--- config.mk ---
export PLATFORM = sky130hd
export DESIGN_NAME = mig_line_adapter
export DESIGN_NICKNAME = d
export VERILOG_FILES = /design/src/rtl/mig_if_pkg.sv /design/src/rtl/line_beat_serdes.sv /design/src/rtl/mig_line_adapter.sv
export SDC_FILE = /design/constraint.sdc
export NUM_CORES = 2
export LEC_CHECK = 0
export CORE_AREA = 4 4 341 343
export CTS_BUF_LIST = sky130_fd_sc_hd__clkbuf_4
export DETAILED_ROUTE_END_ITERATION = 16
export DIE_AREA = 0 0 345 347
export GPL_TIMING_DRIVEN = 0
export HOLD_SLACK_MARGIN = 0.08
export PLACE_DENSITY = 0.65
export SYNTH_ARGS = -nofsm -noshare
export SYNTH_HDL_FRONTEND = slang
export SYNTH_HIERARCHICAL = 1
export SYNTH_SLANG_ARGS = --single-unit
--- constraint.sdc ---
create_clock -name clk -period 2.9 [get_ports clk]
set_input_delay 0.58 -clock clk [delete_from_list [all_inputs] [get_ports clk]]
set_output_delay 0.58 -clock clk [all_outputs]
set_load 0.01 [all_outputs]
--- src/rtl/mig_if_pkg.sv ---
// Shared definitions for the MIG line adapter: FSM state codes, MIG
// command encodings and a counter-width helper that stays legal for
// single-entry ranges.
package mig_if_pkg;

    typedef logic [2:0] state_t;

    localparam state_t ST_IDLE      = 3'd0;
    localparam state_t ST_WR_DATA   = 3'd1;
    localparam state_t ST_WR_CMD    = 3'd2;
    localparam state_t ST_WR_SETTLE = 3'd3;
    localparam state_t ST_RD_CMD    = 3'd4;
    localparam state_t ST_RD_DATA   = 3'd5;
    localparam state_t ST_RSP       = 3'd6;

    localparam logic [2:0] CMD_WR = 3'b000;
    localparam logic [2:0] CMD_RD = 3'b001;

    // Bits needed to index n distinct values; never returns 0 so that a
    // one-beat line still gets a real (always-zero) index signal.
    function automatic int unsigned cnt_width(input int unsigned n);
        if (n > 32'd1) begin
            return $clog2(n);
        end else begin
            return 32'd1;
        end
    endfunction

endpackage

--- src/rtl/line_beat_serdes.sv ---
// Line <-> beat conversion for the MIG adapter. The write side holds the
// accepted line and mask and presents the beat selected by beat_idx. The
// read side collects returned beats into slots; r_line_nxt already
// includes the beat being written this cycle so the caller can capture a
// complete line on the same edge as the last beat.
module line_beat_serdes
    import mig_if_pkg::*;
#(
    parameter int unsigned APPDATA_WIDTH = 128,
    parameter int unsigned BEATS         = 2
) (
    input  logic                                 clk,
    input  logic                                 rst,
    input  logic                                 w_load,
    input  logic [BEATS*APPDATA_WIDTH-1:0]       w_line,
    input  logic [BEATS*APPDATA_WIDTH/8-1:0]     w_mask,
    input  logic [cnt_width(BEATS)-1:0]          beat_idx,
    output logic [APPDATA_WIDTH-1:0]             w_beat,
    output logic [APPDATA_WIDTH/8-1:0]           w_beat_mask,
    input  logic                                 r_clr,
    input  logic                                 r_wr,
    input  logic [APPDATA_WIDTH-1:0]             r_beat,
    output logic [BEATS*APPDATA_WIDTH-1:0]       r_line_nxt
);

    localparam int unsigned LINE_W  = BEATS * APPDATA_WIDTH;
    localparam int unsigned MASK_W  = APPDATA_WIDTH / 8;
    localparam int unsigned LMASK_W = BEATS * MASK_W;

    logic [LINE_W-1:0]  line_r;
    logic [LMASK_W-1:0] mask_r;
    logic [LINE_W-1:0]  slots_r;
    logic [31:0]        data_base_s;
    logic [31:0]        mask_base_s;

    // Bit offsets of the currently indexed beat in the line and mask.
    always_comb begin
        data_base_s = 32'(beat_idx) * APPDATA_WIDTH;
        mask_base_s = 32'(beat_idx) * MASK_W;
    end

    // Write-side beat mux.
    always_comb begin
        w_beat      = line_r[data_base_s +: APPDATA_WIDTH];
        w_beat_mask = mask_r[mask_base_s +: MASK_W];
    end

    // Read-side slot update including the beat arriving this cycle.
    always_comb begin
        r_line_nxt = slots_r;
        if (r_wr) begin
            r_line_nxt[data_base_s +: APPDATA_WIDTH] = r_beat;
        end else begin
            r_line_nxt = slots_r;
        end
    end

    // Write line/mask holding registers, loaded on request acceptance.
    always_ff @(posedge clk or negedge rst) begin
        if (!rst) begin
            line_r <= {LINE_W{1'b0}};
            mask_r <= {LMASK_W{1'b0}};
        end else if (w_load) begin
            line_r <= w_line;
            mask_r <= w_mask;
        end else begin
            line_r <= line_r;
            mask_r <= mask_r;
        end
    end

    // Read slot file; cleared at read start so unfilled slots read as zero.
    always_ff @(posedge clk or negedge rst) begin
        if (!rst) begin
            slots_r <= {LINE_W{1'b0}};
        end else if (r_clr) begin
            slots_r <= {LINE_W{1'b0}};
        end else begin
            slots_r <= r_line_nxt;
        end
    end

endmodule

--- src/rtl/mig_line_adapter.sv ---
// Cache-line adapter between a ready/valid request port and the MIG DDR2
// user interface. Writes stream BEATS masked beats into the write-data
// FIFO, issue one write command and wait a settle time; reads issue one
// command and gather BEATS beats, abandoning the read when the MIG goes
// quiet for too long. Every request finishes with a one-cycle response.
module mig_line_adapter
    import mig_if_pkg::*;
#(
    parameter int unsigned APPDATA_WIDTH = 128,
    parameter int unsigned BEATS         = 2,
    parameter int unsigned ADDR_WIDTH    = 31,
    parameter int unsigned WR_SETTLE     = 6,
    parameter int unsigned RD_TIMEOUT    = 255
) (
    input  logic                              clk,
    input  logic                              rst,
    input  logic                              req_valid,
    output logic                              req_ready,
    input  logic                              req_we,
    input  logic [ADDR_WIDTH-1:0]             req_addr,
    input  logic [BEATS*APPDATA_WIDTH-1:0]    req_wdata,
    input  logic [BEATS*APPDATA_WIDTH/8-1:0]  req_wmask,
    output logic                              rsp_valid,
    output logic                              rsp_err,
    output logic [BEATS*APPDATA_WIDTH-1:0]    rsp_rdata,
    input  logic                              app_af_afull,
    input  logic                              app_wdf_afull,
    input  logic                              rd_data_valid,
    input  logic [APPDATA_WIDTH-1:0]          rd_data_fifo_out,
    output logic                              app_af_wren,
    output logic [ADDR_WIDTH-1:0]             app_af_addr,
    output logic [2:0]                        app_af_cmd,
    output logic                              app_wdf_wren,
    output logic [APPDATA_WIDTH-1:0]          app_wdf_data,
    output logic [APPDATA_WIDTH/8-1:0]        app_wdf_mask_data
);

    localparam int unsigned LINE_W = BEATS * APPDATA_WIDTH;
    localparam int unsigned IDX_W  = cnt_width(BEATS);
    localparam int unsigned SET_W  = cnt_width(WR_SETTLE);
    localparam int unsigned TO_W   = cnt_width(RD_TIMEOUT + 1);

    localparam logic [IDX_W-1:0] LAST_IDX = IDX_W'(BEATS - 1);
    localparam logic [SET_W-1:0] SET_LAST = SET_W'(WR_SETTLE - 1);
    localparam logic [TO_W-1:0]  TO_LAST  = TO_W'(RD_TIMEOUT - 1);
    localparam logic [TO_W-1:0]  TO_MAX   = TO_W'(RD_TIMEOUT);

    state_t                  state_r;
    state_t                  state_nxt_s;
    logic [IDX_W-1:0]        beat_r;
    logic [SET_W-1:0]        settle_r;
    logic [TO_W-1:0]         to_r;
    logic                    req_ready_r;
    logic [ADDR_WIDTH-1:0]   af_addr_r;
    logic [2:0]              af_cmd_r;
    logic                    rsp_valid_r;
    logic                    rsp_err_r;
    logic [LINE_W-1:0]       rsp_rdata_r;

    logic                    accept_s;
    logic                    last_beat_s;
    logic                    wdf_go_s;
    logic                    af_go_s;
    logic                    rd_beat_s;
    logic                    timeout_s;
    logic [LINE_W-1:0]       rd_line_nxt_s;

    // Handshake and per-cycle event decode.
    always_comb begin
        accept_s    = req_valid & req_ready_r;
        last_beat_s = (beat_r == LAST_IDX);
        wdf_go_s    = (state_r == ST_WR_DATA) & ~app_wdf_afull;
        af_go_s     = ((state_r == ST_WR_CMD) | (state_r == ST_RD_CMD)) & ~app_af_afull;
        rd_beat_s   = (state_r == ST_RD_DATA) & rd_data_valid;
        timeout_s   = (state_r == ST_RD_DATA) & ~rd_data_valid & (to_r == TO_LAST);
    end

    // Next-state logic.
    always_comb begin
        state_nxt_s = state_r;
        case (state_r)
            ST_IDLE: begin
                if (accept_s) begin
                    state_nxt_s = req_we ? ST_WR_DATA : ST_RD_CMD;
                end else begin
                    state_nxt_s = ST_IDLE;
                end
            end
            ST_WR_DATA: begin
                if (wdf_go_s && last_beat_s) begin
                    state_nxt_s = ST_WR_CMD;
                end else begin
                    state_nxt_s = ST_WR_DATA;
                end
            end
            ST_WR_CMD: begin
                if (af_go_s) begin
                    state_nxt_s = ST_WR_SETTLE;
                end else begin
                    state_nxt_s = ST_WR_CMD;
                end
            end
            ST_WR_SETTLE: begin
                if (settle_r == SET_LAST) begin
                    state_nxt_s = ST_RSP;
                end else begin
                    state_nxt_s = ST_WR_SETTLE;
                end
            end
            ST_RD_CMD: begin
                if (af_go_s) begin
                    state_nxt_s = ST_RD_DATA;
                end else begin
                    state_nxt_s = ST_RD_CMD;
                end
            end
            ST_RD_DATA: begin
                if ((rd_beat_s && last_beat_s) || timeout_s) begin
                    state_nxt_s = ST_RSP;
                end else begin
                    state_nxt_s = ST_RD_DATA;
                end
            end
            ST_RSP: begin
                state_nxt_s = ST_IDLE;
            end
            default: begin
                state_nxt_s = ST_IDLE;
            end
        endcase
    end

    // State register and ready flag (ready stays low while reset is held).
    always_ff @(posedge clk or negedge rst) begin
        if (!rst) begin
            state_r     <= ST_IDLE;
            req_ready_r <= 1'b0;
        end else begin
            state_r     <= state_nxt_s;
            req_ready_r <= (state_nxt_s == ST_IDLE);
        end
    end

    // Beat index shared by the write mux and the read slot writer.
    always_ff @(posedge clk or negedge rst) begin
        if (!rst) begin
            beat_r <= {IDX_W{1'b0}};
        end else if (accept_s) begin
            beat_r <= {IDX_W{1'b0}};
        end else if ((wdf_go_s || rd_beat_s) && !last_beat_s) begin
            beat_r <= beat_r + IDX_W'(1);
        end else begin
            beat_r <= beat_r;
        end
    end

    // Write settle counter; runs only while in the settle state.
    always_ff @(posedge clk or negedge rst) begin
        if (!rst) begin
            settle_r <= {SET_W{1'b0}};
        end else if (state_r == ST_WR_SETTLE) begin
            settle_r <= settle_r + SET_W'(1);
        end else begin
            settle_r <= {SET_W{1'b0}};
        end
    end

    // Read idle-gap counter; restarts on every beat and saturates.
    always_ff @(posedge clk or negedge rst) begin
        if (!rst) begin
            to_r <= {TO_W{1'b0}};
        end else if ((state_r != ST_RD_DATA) || rd_data_valid) begin
            to_r <= {TO_W{1'b0}};
        end else if (to_r != TO_MAX) begin
            to_r <= to_r + TO_W'(1);
        end else begin
            to_r <= to_r;
        end
    end

    // Command address/opcode, loaded at acceptance and held until the next one.
    always_ff @(posedge clk or negedge rst) begin
        if (!rst) begin
            af_addr_r <= {ADDR_WIDTH{1'b0}};
            af_cmd_r  <= 3'b000;
        end else if (accept_s) begin
            af_addr_r <= req_addr;
            af_cmd_r  <= req_we ? CMD_WR : CMD_RD;
        end else begin
            af_addr_r <= af_addr_r;
            af_cmd_r  <= af_cmd_r;
        end
    end

    // Completion response; read data is captured together with the last beat.
    always_ff @(posedge clk or negedge rst) begin
        if (!rst) begin
            rsp_valid_r <= 1'b0;
            rsp_err_r   <= 1'b0;
            rsp_rdata_r <= {LINE_W{1'b0}};
        end else begin
            rsp_valid_r <= (state_nxt_s == ST_RSP);
            rsp_err_r   <= timeout_s;
            if ((state_r == ST_RD_DATA) && (state_nxt_s == ST_RSP)) begin
                rsp_rdata_r <= rd_line_nxt_s;
            end else begin
                rsp_rdata_r <= rsp_rdata_r;
            end
        end
    end

    line_beat_serdes #(
        .APPDATA_WIDTH (APPDATA_WIDTH),
        .BEATS         (BEATS)
    ) u_serdes (
        .clk         (clk),
        .rst         (rst),
        .w_load      (accept_s),
        .w_line      (req_wdata),
        .w_mask      (req_wmask),
        .beat_idx    (beat_r),
        .w_beat      (app_wdf_data),
        .w_beat_mask (app_wdf_mask_data),
        .r_clr       (accept_s & ~req_we),
        .r_wr        (rd_beat_s),
        .r_beat      (rd_data_fifo_out),
        .r_line_nxt  (rd_line_nxt_s)
    );

    // FIFO enables are gated by almost-full in the same cycle.
    assign app_wdf_wren = wdf_go_s;
    assign app_af_wren  = af_go_s;
    assign app_af_addr  = af_addr_r;
    assign app_af_cmd   = af_cmd_r;
    assign req_ready    = req_ready_r;
    assign rsp_valid    = rsp_valid_r;
    assign rsp_err      = rsp_err_r;
    assign rsp_rdata    = rsp_rdata_r;

endmodule

# After elaboration in Yosys (flattened, before gate mapping)
# Cells that the tools add are included.
dict set report word_totals {
  mem_count 0
  latch_bits 0
  ram_bits 0
  input_bits 454
  out_inout_bits 439
  ff_bits 852
  romBits 0
}
dict set report op_classes {
  eq_ne 10
  div_mod_pow 0
  mux 17
  n_reduce_logical 12
  n_lt_le_gt_ge 0
  mul 0
  n_shift 4
  n_addsub 4
  bitwise 12
}
# op count
set ops {}
lappend ops {{2-to-1 mux 256 bit} 2}
lappend ops {{bitwise mux 256 bit} 1}
lappend ops {{variable shift 128 x 34 -> 256 bit (first input constant)} 1}
lappend ops {{indexed part select 128 x 34 -> 256 bit} 1}
lappend ops {{indexed part select 256 x 9 -> 128 bit} 1}
lappend ops {{negator 8 -> 34 bit} 1}
lappend ops {{indexed part select 32 x 6 -> 16 bit} 1}
lappend ops {{case mux 3 bit (6 select lines)} 1}
lappend ops {{2-to-1 mux 8 bit} 2}
lappend ops {{== test 3 bit (second input constant)} 4}
lappend ops {{2-to-1 mux 3 bit} 4}
lappend ops {{adder 8 x 1 -> 8 bit (second input constant)} 1}
lappend ops {{== test 8 bit (second input constant)} 1}
lappend ops {{inequality test 8 bit (second input constant)} 1}
lappend ops {{bitwise AND 1 bit} 7}
lappend ops {{== test 3 x 2 -> 1 bit (second input constant)} 2}
lappend ops {{zero test 3 bit} 2}
lappend ops {{2-to-1 mux 1 bit} 5}
lappend ops {{logical AND 1 bit} 4}
lappend ops {{2-to-1 mux 2 bit} 2}
lappend ops {{NOT 1 bit} 4}
lappend ops {{nonzero test 2 bit} 2}
lappend ops {{adder 3 x 1 -> 3 bit (second input constant)} 1}
lappend ops {{== test 3 x 1 -> 1 bit (second input constant)} 1}
lappend ops {{5 further kinds} 7}

# Depth between registers and ports, before layout
dict set report logic_depth {
  depth_word 8
  ltp_mapped 10
  ltp_nobuf 6
}

# Modules after synthesis
# The synthesis kept the hierarchy.
# mod instances area_each_um2 cells_each
set by_module_without_submodules {}
lappend by_module_without_submodules {line_beat_serdes 1 27711.6 2023}
lappend by_module_without_submodules {mig_line_adapter 1 11796.3 712}

# Least setup slack after synthesis
# No wires, ideal clock.
dict set report synth_timing {
  kind {register to register}
  startpoint {register state_r[2]}
  endpoint {register rsp_rdata_r[222] (netlist: rsp_rdata[222])}
  synth_period_minus_slack_ns 2.294
  setup_ns 0.127
  path_stages_with_launch 10
  setup_slack_ns 0.606
  arrival_ns 2.167
  path_cell_list {dfrtp_1 > clkbuf_1 > inv_1 > nor3b_1 > and2_1 > and2_1 > buf_2 > buf_2 > mux2_2 > mux2_1}
}
# element line_no
set synth_rtl {}
lappend synth_rtl {{from (decl)} mig_line_adapter.sv:48} ;# state_t state_r;
lappend synth_rtl {{from (signal assigned)} mig_line_adapter.sv:139} ;# state_r <= state_nxt_s;
lappend synth_rtl {{== test 3 bit} mig_line_adapter.sv:74} ;# rd_beat_s = (state_r == ST_RD_DATA) & rd_data_valid;
lappend synth_rtl {{bitwise AND 1 bit} mig_line_adapter.sv:74}
lappend synth_rtl {{named net rd_beat_s} mig_line_adapter.sv:64} ;# logic rd_beat_s;
lappend synth_rtl {{2-to-1 mux 256 bit} line_beat_serdes.sv:51} ;# if (r_wr) begin
lappend synth_rtl {{named net rd_line_nxt_s[222]} mig_line_adapter.sv:66} ;# logic [LINE_W-1:0] rd_line_nxt_s;
lappend synth_rtl {{to (signal assigned)} mig_line_adapter.sv:200} ;# rsp_rdata_r <= {LINE_W{1'b0}};
lappend synth_rtl {{to (signal assigned)} mig_line_adapter.sv:205} ;# rsp_rdata_r <= rd_line_nxt_s;
lappend synth_rtl {{to (signal assigned)} mig_line_adapter.sv:207} ;# rsp_rdata_r <= rsp_rdata_r;
lappend synth_rtl {{to (decl)} mig_line_adapter.sv:58} ;# logic [LINE_W-1:0] rsp_rdata_r;
# The timed path passes the listed nets, and every way through them passes these cells.
# A chain may end at the register's enable or synchronous reset.

# Final worst setup path
dict set report layout_timing {
  startpoint {register beat_r}
  endpoint {output app_wdf_data[120]}
}
dict set report layout_via {
  elab_chain_cells 1
}
# element line_no
set layout_lines {}
lappend layout_lines {{from (decl)} mig_line_adapter.sv:50} ;# logic [IDX_W-1:0] beat_r;
lappend layout_lines {{from (signal assigned)} mig_line_adapter.sv:147} ;# beat_r <= {IDX_W{1'b0}};
lappend layout_lines {{from (signal assigned)} mig_line_adapter.sv:149} ;# beat_r <= {IDX_W{1'b0}};
lappend layout_lines {{from (signal assigned)} mig_line_adapter.sv:151} ;# beat_r <= beat_r + IDX_W'(1);
lappend layout_lines {{indexed part select 256 x 9 -> 128 bit} line_beat_serdes.sv:44} ;# w_beat = line_r[data_base_s +: APPDATA_WIDTH];
lappend layout_lines {{to (decl)} mig_line_adapter.sv:34} ;# output logic [APPDATA_WIDTH-1:0] app_wdf_data,
# No other way between the ends.

==> results.cfg <==
[routing]
wire_per_inst_um = 22.5
ant_nets = 0
dr.first_iter.drc_count = 1192
drc_errors = 0
vias_per_cell = 4.66
vias = 28293
drt_pass1_iterations = 4
wl_um = 137000

[yosys]
ys_warn_count = 6
synth_area_leaders = dfrtp_1, mux2_2, mux2_1
synth_cell_types = 42
seq_area_frac_synth_pct = 53.8
syn_inst = 2735
yosys.area.top_type = dfrtp_1
syn_area_sq_um = 39500
syn_avg_cell_area_sq_um = 14.4
ys_seq_elements = 850
yosysTopAreaCellShare_pct = 53.8

[cells_and_area]
final_util_pct = 51.9
layout_common_cells = dfrtp_1, clkdlybuf4s50_1, mux2_2
layout_commonest_cell = dfrtp_1
area_growth_pct = 49.1
fin_cells = 6075
final_nets = 4807
stdcell_area_sq_um = 58900
drive_above_1_share_pct = 33.5
n_fill_cell = 9837

[grt]
grt_pass1_wl_um = 204000
grt_max_degree = 117
grt_pass1_vias = 31449
grt_usage_pct = 22.4
antenna_found_initial = 29
grt.overflow.total = 0

[floorplanning]
dieArea_sq_um = 120000
die_w_um = 345
num_io_pins = 893
fp-row-count = 124
start_util_pct = 34.8
die_height_um = 347
core_area_sq_um = 114000

[cts]
clock_latency_ns = 1.10
cts_num_sinks = 850
numCtsBuffers = 229
cts_tree = built
htree_levels = 4
clk_pin_slew_ns = 0.06
cts_buffer_depth = 3
cts_root_buffer = clkbuf_4

[worst_setup_path]
cp.arrival_ns = 2.63
crit_required_ns = 2.32
r2r_cells = 8
cp_num_buf_inv = 6
crit_cells = 7
max_stage_delay_ns = 0.47
crit_family = buffers and inverters
endpoint_kind = output pin
slowest_stage = dfrtp_2
worstPathMaxFanout = 5
start_kind = flip-flop
path_cells = buf_12, buf_16, buf_8, buf_8, buf_6, mux2_4, buf_6
setup.worst_path.class = reg2out

[placed_design]
port_buffers = 890
placed_area_sq_um = 50500
place_inst = 5146
gp_congestion = 0.859
hpwl_um = 97900
place_ws_ns = -1.18

[sta]
slew_viol_final = 0
rsz0062_at_grt = yes
fin_skew_ns = 0.0961
fin_ws_ns = -0.307
setup_viol = 144
worst_pin_slew_ns = 0.682
tns_ns = -24.21
hold_violations = 0
fin_crit_ns = 3.21
holdWs_ns = 0.292
post-route-period-util_pct = 111
fmax_ghz = 0.312
slew_headroom_pct = 54.5

[pwr]
p_total_mw = 50.4
vdd_drop_max_mv = 0.589
power.density_nw_per_um2 = 856
leakagePower_nw = 27.8

[outcome]
outcome = finished with violations
violations = setup timing

[min_path]
hold_path.class = in2reg
hold_depth = 2

[job]
maxCapViolCount = 0
-- final cells by class --
| cell class | count | area, sq um | area share [%] |
|---|---|---|---|
| Tap cell | 1512 | 1890 | 3.21 |
| Buffer | 182 | 1600 | 2.72 |
| Clock buffer | 378 | 2840 | 4.82 |
| Sequential cell | 850 | 21300 | 36.1 |
| Clock inverter | 41 | 233 | 0.395 |
| Timing Repair Buffer | 1385 | 14000 | 23.7 |
| Antenna cell | 26 | 65.1 | 0.110 |
| Inverter | 6 | 22.5 | 0.0382 |
| Multi-Input combinational cell | 1695 | 17000 | 28.9 |
-- metal layers --
layer  track usage, %  part of all wire (%)
met1             26.5                    40
met3             6.51                   6.2
met4             8.01                   2.9
met5                0                 0.026
met2             38.8                    50
-- power breakdown --
part	internal (mW)	leakage [nW]	switching, mW
Clock	6.02	1.86	5.22
Sequential	16.4	11.1	2.70
Combinational	12.2	14.9	7.96
Total	34.5	27.8	15.9
-- kinds of logic after synthesis --
| group | share of synthesized area, % |
|---|---|
| AO/OA/AOI/OAI | 0.402 |
| AND/OR/NAND/NOR | 6.72 |
| XOR/XNOR | 0.0887 |
| other | 0.00949 |
| multiplexers | 35.4 |
| adder cells (fa/ha/maj) | 0.127 |
| flip-flops | 53.8 |
| buffers and inverters | 3.45 |
-- cells in the mapped netlist --
| cell | count |
|---|---|
| a21o_1 | 2 |
| nand4_1 | 1 |
| o31ai_1 | 1 |
| buf_2 | 38 |
| a211oi_1 | 2 |
| a32o_1 | 1 |
| dfrtp_1 | 850 |
| or4_1 | 1 |
| nor2_1 | 11 |
| nor2b_1 | 5 |
| buf_8 | 12 |
| a31oi_1 | 3 |
| nor2_4 | 1 |
| o31a_1 | 3 |
| nand2_1 | 7 |
| nand4_2 | 1 |
| and3_1 | 2 |
| nand3b_1 | 1 |
| o22ai_1 | 2 |
| buf_6 | 35 |
| nand2b_1 | 385 |
| or2_2 | 1 |
| inv_1 | 6 |
| mux2i_1 | 257 |
| buf_4 | 53 |
| mux2_1 | 229 |
| clkbuf_1 | 47 |
| nor4_1 | 1 |
| nor3_1 | 4 |
| nand3_1 | 3 |
| xnor2_1 | 4 |
| a21oi_1 | 3 |
| mux2_4 | 112 |
| conb_1 | 1 |
| and2_1 | 2 |
| mux2_2 | 634 |
| a2111o_1 | 1 |
| o21ai_0 | 4 |
| o21a_1 | 1 |
| and4_1 | 1 |
| nor3b_1 | 3 |
| ha_1 | 4 |
-- worst paths after layout --
| check | startpoint | to | slack [ns] |
|---|---|---|---|
| max in group asynchronous | rst | u_serdes/line_r[116] | 0.47 |
| worst min-delay path | req_wmask[28] | u_serdes/mask_r[28] | 0.29 |
| worst min register to register | settle_r[0] | settle_r[0] | 0.48 |
| min in group asynchronous | rst | rsp_rdata[72] | 0.69 |
| worst max register to register | state_r[2] | rsp_rdata[228] | 0.26 |
| worst max-delay path | beat_r | app_wdf_data[120] | -0.31 |
-- sequential cells by signal, indices dropped and copies added (netlist names) --
register and count:
beat_r 1, rsp_rdata 256, app_af_cmd 1, rsp_err 1, u_serdes/line_r 256, app_af_addr 31, to_r 8, req_ready 1
settle_r 3, u_serdes/mask_r 32, rsp_valid 1, u_serdes/slots_r 256, state_r 3
-- repair_timing --
action                     4_1_cts  5_1_grt
gates resized for setup        812       57
cloned                           8        4
hold endpoints to repair       870        0
hold buffers                   442        0
setup endpoints to repair      536      387
buffers inserted                29        9
No activity file was read; power rests on OpenSTA's default activity.
